$ cat config.mk
export PLATFORM = sky130hd
export DESIGN_NAME = t02_wb_arbiter
export DESIGN_NICKNAME = d
export VERILOG_FILES = /design/src/rtl/t02_wb_pkg.sv /design/src/rtl/t02_wb_scoreboard.sv /design/src/rtl/t02_wb_arbiter.sv
export SDC_FILE = /design/constraint.sdc
export NUM_CORES = 1
export LEC_CHECK = 0
export BUFFER_PORTS_ARGS = -buffer_cell sky130_fd_sc_hd__buf_4
export CAP_MARGIN = 20
export CORE_MARGIN = 3
export CORE_UTILIZATION = 45
export CTS_BUF_LIST = sky130_fd_sc_hd__clkbuf_4 sky130_fd_sc_hd__clkbuf_8
export DETAILED_ROUTE_END_ITERATION = 16
export PLACE_DENSITY = 0.86
export SYNTH_ARGS = -nofsm -noshare
export SYNTH_HDL_FRONTEND = slang
export SYNTH_HIERARCHICAL = 1
export SYNTH_SLANG_ARGS = --single-unit
$ cat constraint.sdc
create_clock -name clk -period 1.3 [get_ports clk]
set_input_delay 0.065 -clock clk [delete_from_list [all_inputs] [get_ports clk]]
set_output_delay 0.065 -clock clk [all_outputs]
set_load 0.02 [all_outputs]
$ cat src/rtl/t02_wb_pkg.sv
// t02_wb_pkg: shared types and default widths for the write-back arbiter.
//   wb_src_t   : which requester produced a write (ALU or MEM).
//   wb_stage_t : registered output-stage contents {valid, src, index, data}.
// The stage struct is sized by WB_DATA_W/WB_ADDR_W. The top must be built with
// those widths.
package t02_wb_pkg;

    localparam int WB_DATA_W = 32;
    localparam int WB_ADDR_W = 5;

    typedef enum logic {
        SRC_ALU = 1'b0,
        SRC_MEM = 1'b1
    } wb_src_t;

    typedef struct packed {
        logic                 valid;
        wb_src_t              src;
        logic [WB_ADDR_W-1:0] index;
        logic [WB_DATA_W-1:0] data;
    } wb_stage_t;

endpackage

$ cat src/rtl/t02_wb_scoreboard.sv
// t02_wb_scoreboard: one busy bit per register for outstanding loads.
//   busy_set/busy_index   : mark a load destination outstanding (index 0 ignored).
//   clear/clear_index     : a mem-sourced write is in the output stage this cycle.
//   rs1/rs2 -> hazard     : either source register is outstanding.
// A set and a clear that hit the same index in the same cycle leave the bit set.
module t02_wb_scoreboard
    import t02_wb_pkg::*;
#(
    parameter int ADDR_W = WB_ADDR_W
) (
    input  logic              clk,
    input  logic              rst,
    input  logic              busy_set,
    input  logic [ADDR_W-1:0] busy_index,
    input  logic              clear,
    input  logic [ADDR_W-1:0] clear_index,
    input  logic [ADDR_W-1:0] rs1,
    input  logic [ADDR_W-1:0] rs2,
    output logic              hazard
);

    localparam int N = 2 ** ADDR_W;

    logic [N-1:0] busy;
    logic [N-1:0] set_mask;
    logic [N-1:0] clr_mask;

    always_comb begin
        set_mask = '0;
        clr_mask = '0;
        set_mask[busy_index] = busy_set;
        clr_mask[clear_index] = clear;
        set_mask[0] = 1'b0;
    end

    always_ff @(posedge clk) begin
        if (rst) busy <= '0;
        else     busy <= (busy & ~clr_mask) | set_mask;
    end

    assign hazard = busy[rs1] | busy[rs2];

endmodule

$ cat src/rtl/t02_wb_arbiter.sv
// t02_wb_arbiter: round-robin write-back arbiter with a registered write port
// and an optional load scoreboard.
//   alu_valid/alu_index/alu_data -> alu_ready : ALU result requester.
//   mem_valid/mem_index/mem_data -> mem_ready : load data requester.
//   reg_write/write_index/write_data          : register file write port (one cycle after accept).
//   busy_set/busy_index, rs1/rs2 -> hazard    : load scoreboard.
// Define T02_WB_SCOREBOARD_EN to build the scoreboard. Otherwise hazard is 0 and
// the scoreboard inputs are ignored.
module t02_wb_arbiter
    import t02_wb_pkg::*;
#(
    parameter int DATA_W = WB_DATA_W,
    parameter int ADDR_W = WB_ADDR_W
) (
    input  logic              clk,
    input  logic              rst,
    input  logic              alu_valid,
    input  logic [ADDR_W-1:0] alu_index,
    input  logic [DATA_W-1:0] alu_data,
    output logic              alu_ready,
    input  logic              mem_valid,
    input  logic [ADDR_W-1:0] mem_index,
    input  logic [DATA_W-1:0] mem_data,
    output logic              mem_ready,
    output logic              reg_write,
    output logic [ADDR_W-1:0] write_index,
    output logic [DATA_W-1:0] write_data,
    input  logic              busy_set,
    input  logic [ADDR_W-1:0] busy_index,
    input  logic [ADDR_W-1:0] rs1,
    input  logic [ADDR_W-1:0] rs2,
    output logic              hazard
);

    wb_stage_t         stage;
    wb_src_t           last_grant;
    logic              grant_alu;
    logic              grant_mem;
    logic [ADDR_W-1:0] sel_index;
    logic [DATA_W-1:0] sel_data;

    // A tie goes to whichever requester was not granted last.
    always_comb begin
        grant_alu = !rst && alu_valid && (!mem_valid || last_grant == SRC_MEM);
        grant_mem = !rst && mem_valid && (!alu_valid || last_grant == SRC_ALU);
        sel_index = grant_mem ? mem_index : alu_index;
        sel_data  = grant_mem ? mem_data : alu_data;
    end

    assign alu_ready = grant_alu;
    assign mem_ready = grant_mem;

    // Index-0 transfers are accepted but never marked as a pending write.
    always_ff @(posedge clk) begin
        if (rst) begin
            stage      <= '0;
            last_grant <= SRC_MEM;
        end else begin
            stage.valid <= 1'b0;
            if (grant_alu || grant_mem) begin
                stage.valid <= sel_index != '0;
                stage.src   <= grant_mem ? SRC_MEM : SRC_ALU;
                stage.index <= sel_index;
                stage.data  <= sel_data;
                last_grant  <= grant_mem ? SRC_MEM : SRC_ALU;
            end
        end
    end

    // Gating with rst drops a pending write when reset lands on it.
    assign reg_write   = stage.valid && !rst;
    assign write_index = stage.index;
    assign write_data  = stage.data;

`ifdef T02_WB_SCOREBOARD_EN
    t02_wb_scoreboard #(.ADDR_W(ADDR_W)) u_scoreboard (
        .clk        (clk),
        .rst        (rst),
        .busy_set   (busy_set),
        .busy_index (busy_index),
        .clear      (stage.valid && stage.src == SRC_MEM),
        .clear_index(stage.index),
        .rs1        (rs1),
        .rs2        (rs2),
        .hazard     (hazard)
    );
`else
    logic unused_sb;
    assign unused_sb = ^{busy_set, busy_index, rs1, rs2, stage.src};
    assign hazard    = 1'b0;
`endif

endmodule
---- Yosys cells after proc, flatten, opt, wreduce, memory -nomap -nowiden ----
Cells that the tools add are included.
cells by class
  reductions and logical operators ........ 13
  bitwise operators ....................... 2
  muxes and demuxes ....................... 3
operators with widths
  operator           count
  $mux 32            1
  $logic_and 1x1->1  5
  $mux 5             1
  $reduce_bool 5->1  1
  $logic_not 1->1    3
  $logic_or 1x1->1   3
  $not 1->1          2
  $reduce_or 2->1    1
  $mux 1             1
storage, ports and cells
  word-level logic and storage cells ...... 22
  register bits ........................... 39
  bits of input ports ..................... 94
  output and inout port bits .............. 41

---- Logic depth before layout (Yosys ltp) ----
  depth after elaboration ................. 6
  gate-level depth with buffers ........... 5

---- Worst setup path before layout ----
Ideal clock, no wire load.
  kind .................................... reg-to-reg
  start point ............................. register last_grant
  end point ............................... register stage (netlist bit write_data[11])
  stages on the path, launching flop included .. 6
  required time ........................... 1178 ps
  clock period less this slack ............ 1239 ps
  slack ................................... 61 ps
  arrival time ............................ 1117 ps
  path through ............................ dfxtp_1 -> nand2_2 -> and2_1 -> buf_2 -> buf_6 -> a221o_1
between the ends
  longest elaborated chain between the ends .. 4
RTL lines
  item                                                line                                        source
  start: declaration                                  t02_wb_arbiter.sv:36                        wb_src_t last_grant;
  start signal: assignment                            t02_wb_arbiter.sv:65                        last_grant <= grant_mem ? SRC_MEM : SRC_ALU;
  $not 1->1 *                                         t02_wb_arbiter.sv:45                        grant_mem = !rst && mem_valid && (!alu_valid || last_grant == SRC_ALU);
  $logic_or 1x1->1 *                                  t02_wb_arbiter.sv:45
  $logic_and 1x1->1 *                                 t02_wb_arbiter.sv:45
  net mem_ready                                       t02_wb_arbiter.sv:24                        output logic mem_ready,
  $mux 32 / $logic_or 1x1->1 (equally long branches)  t02_wb_arbiter.sv:47, t02_wb_arbiter.sv:60
  end: declaration                                    t02_wb_arbiter.sv:35                        wb_stage_t stage;
Mark *: on every way through the listed nets, which the timed path passes. The rest lies on a longest branch.
A chain may end at the register's enable or synchronous reset.

---- Worst setup path after layout ----
  start point ............................. register last_grant
  end point ............................... register stage (netlist bit write_data[15])
between the ends
  longest elaborated chain between the ends .. 4
RTL lines
  item                                                line
  $not 1->1                                           t02_wb_arbiter.sv:45
  $logic_or 1x1->1                                    t02_wb_arbiter.sv:45
  $logic_and 1x1->1                                   t02_wb_arbiter.sv:45
  $mux 32 / $logic_or 1x1->1 (equally long branches)  t02_wb_arbiter.sv:47, t02_wb_arbiter.sv:60
Parallel ways exist; a longest one is shown, timed or not.

==> results.txt <==
----------------------------------------------------
[STA]
  RSZ-0062 raised after global routing ... true
  Hold Vio Cnt, Final ... 0
  Smallest setup slack after layout ... 0.008796 ns
  Max Clock Skew ... 0.007223 ns
  Number of pins exceeding their max-slew limit in the final report ... 0
  Number of setup violations in the final report ... 0
  Time the final worst path needs with I/O delays and setup ... 1.291 ns
  Max Clk Rate ... 774.5 MHz
  Period Utilization, post-route ... 99.32%

[Route]
  Vias per inst ... 5.432
  Average routed wire per standard cell ... 16.78 um
  Vias after detailed routing ... 2189
  Routed wire length ... 6764 um
  Remaining number of nets flagged by the antenna check after routing ... 0
  Iteration-0 DRC Markers ... 81
  Number of iterations in the first detailed-routing pass ... 4
  Post-route DRC violation count ... 0

[CTS]
  Maximum number of buffers from clock root to sink ... 2
  TritonCTS buffer count ... 5
  CTS root buffer ... clkbuf_8
  Clock tree sinks ... 39
  Level count of the clock H-tree ... 2
  Clock-pin transition on the worst setup and hold timing paths ... 0.08 ns
  Clock insertion delay at the later pin of the skew report ... 0.29 ns
  TritonCTS clock tree ... built

[Place]
  Gp weighted congestion ... 0.6828
  Placed cell count ... 362
  Hpwl dp ... 4504 um
  Port Buf Inserts ... 117
  Post-place setup slack ... -0.04511 ns

[Final layout]
  Area Overhead vs Synth ... 51.53%
  Non-Filler Instances ... 403
  Seq. cell area ... 782.0 um^2
  Top library cells by usage in the layout, fill and taps aside ... buf_4 (125), dfxtp_1 (38), inv_1 (37), a221o_1 (37), dlygate4sd3_1 (29)
  Combined area of the multi-input logic cells ... 942.2 um^2
  Count of filler cells inserted in the layout ... 348
  Fraction of layout cells with a size suffix above 1 ... 49.11%
  Layout net count ... 429
  Diode insertion count for antenna repair ... 0
  Most common library cell in the layout ignoring fill and taps ... buf_4

[Job]
  Max-capacitance violation count ... 0

[Worst setup path]
  End of the worst register-to-register path ... write_data[15]
  Worst setup EP type ... flop
  Worst-case reg-to-reg path depth ... 5
  Critical path data required time ... 1.48 ns
  Worst setup slack for register-to-register paths ... 0.009 ns
  Data arrival at the endpoint of the critical path ... 1.47 ns
  Type of the worst setup path ... reg2reg
  Kind of launch point of the worst setup path ... flop
  Worst r2r src ... last_grant
  Largest fanout of any net on the critical path ... 5

[GRT]
  Initial antenna violation count ... 0
  Total global-route track usage ... 22.98%
  First-pass GRT wire length ... 11070 um
  Maximum number of pins on one net before global-route repair ... 26
  Via count of the first global-routing pass ... 2319
  Leftover overflow at the end of global routing ... 0

[Logic synthesis]
  Synth Instances ... 228
  Post-synthesis register bit count ... 39
  Sequential fraction of the synthesis area ... 34.65%
  Average size of a mapped cell ... 9.883 um^2
  Synth cell types ... 23
  Syn Nets ... 322
  Ys Warns ... 6
  Post-synthesis instance area ... 2253 um^2

[Floorplanning]
  Die Y-Extent ... 76.77 um
  Top Ports ... 135
  Starting density of the core ... 47.08%
  Area enclosed by the die boundary ... 5893 um^2
  Core box area ... 4786 um^2
  Number of rows created at floorplan ... 25
  Die span in x ... 76.77 um

[Worst hold path]
  Start point of the worst min-delay path ... mem_data[17]
  Terminating pin of the worst hold path ... write_data[17]
  Hold path cells ... 2
  Worst hold path type ... in2reg

[Power and ir drop]
  Part of the power in registers ... 43.2%
  Sw Pwr ... 0.9598 mW
  Power per unit of standard cell area ... 926.7 nW/um^2
  Leakage dissipation ... 1.568 nW
  Cell internal pwr ... 2.204 mW
  Clock share of power ... 25.6%
  Worst ir drop on vdd ... 0.5036 mV
  Net switching share of the total power ... 30.33%
  Overall Power ... 3.164 mW
  Power share of the combinational group ... 31.2%

[Status]
  Outcome ... complete, no violations

----------------------------------------------------
==> per-layer routing <==
| layer | vias up | wire [um] | GRT usage, % |
|---|---|---|---|
| met3 | 10 | 646 | 6.925 |
| met5 | - | 0 | 0 |
| met4 | 0 | 91 | 6.522 |
| li1 | 1040 | - | - |
| met1 | 1015 | 2694 | 26.07 |
| met2 | 124 | 3332 | 41.29 |
==> cell usage after synthesis, drive strengths merged <==
master,n,share of area (%)
nor2,3,0.61
or2,1,0.28
inv,37,6.2
nor3,1,0.72
dfxtp,39,35
buf,56,19
clkbuf,6,1.0
nor2b,2,0.56
or4,2,0.67
nand2b,1,0.28
o21ai,1,0.22
nand2,1,0.28
and2,1,0.28
a2111oi,37,18
a211oi,2,0.67
a221o,37,16
conb,1,0.17
==> power groups by stage <==
stage | combinational [mW] | clock [mW] | sequential, mW
after floorplan | 0.587 | 0 | 1.37
final | 0.988 | 0.809 | 1.37
after CTS | 0.962 | 0.851 | 1.36
after detailed placement | 0.862 | 0 | 1.39
after global routing | 1.05 | 0.892 | 1.38
after global placement | 0.841 | 0 | 1.39
==> cell type report <==
type	instances	share of cell area, %
Clock buffer	5	2.015
Clock inverter	3	0.5863
Inverter	37	4.067
Multi-Input combinational cell	90	27.59
Sequential cell	39	22.90
Tap cell	67	2.455
Timing Repair Buffer	162	40.38
==> cells by family after synthesis <==
| kind of cell | after synthesis | synth area share (%) |
|---|---|---|
| compound gates | 77 | 35.04 |
| buf+inv | 99 | 26.48 |
| flops | 39 | 34.65 |
| other cells | 1 | 0.1664 |
| simple gates | 12 | 3.666 |
==> how the worst max path moves through the flow <==
| stage | from | end | slack [ns] | depth (start not counted) |
|---|---|---|---|---|
| 2_1_floorplan | last_grant | write_data[11] | 0.06 | 5 |
| 3_3_place_gp | last_grant | write_data[31] | 0.05 | 4 |
| 3_5_place_dp | last_grant | write_data[26] | -0.05 | 4 |
| 4_1_cts | last_grant | write_data[4] | -0.03 | 4 |
| 5_1_grt | last_grant | alu_ready | -0.03 | 5 |
| 6_report | last_grant | write_data[15] | 0.009 | 5 |
==> timing repair <==
action                                  in CTS  in global routing
endpoints found under the setup margin       5                 37
buffers inserted                             3                  0
resized for setup                            6                 21
hold endpoints to repair                    28                  1
hold buffers                                28                  1
gates cloned                                 1                  0
pin swaps                                    8                 11
==> flip-flops by register name, summed over array words and instances (netlist names) <==
register	count
stage	1
last_grant	1
write_data	32
write_index	5
==> critical path: stages (launching register included) <==
cell and delay [ns]:
dfxtp_2 0.35, nand2_4 0.07, and2_4 0.17, buf_12 0.14
buf_6 0.11, a221o_1 0.33
==> metrics by stage <==
stage                TNS, ns  hold slack (ns)  utilization, %  cell area, um^2
finish                     0          0.01316           71.35             3415
global route         -0.3391        0.0004140           71.35             3415
CTS                  -0.3261         0.003043           70.12             3356
detailed placement  -0.07891           0.2928           60.65             2903
global placement           0           0.2871           60.65             2903
floorplan                  0           0.2045               -             2253
(Power assumes the default switching activity.)
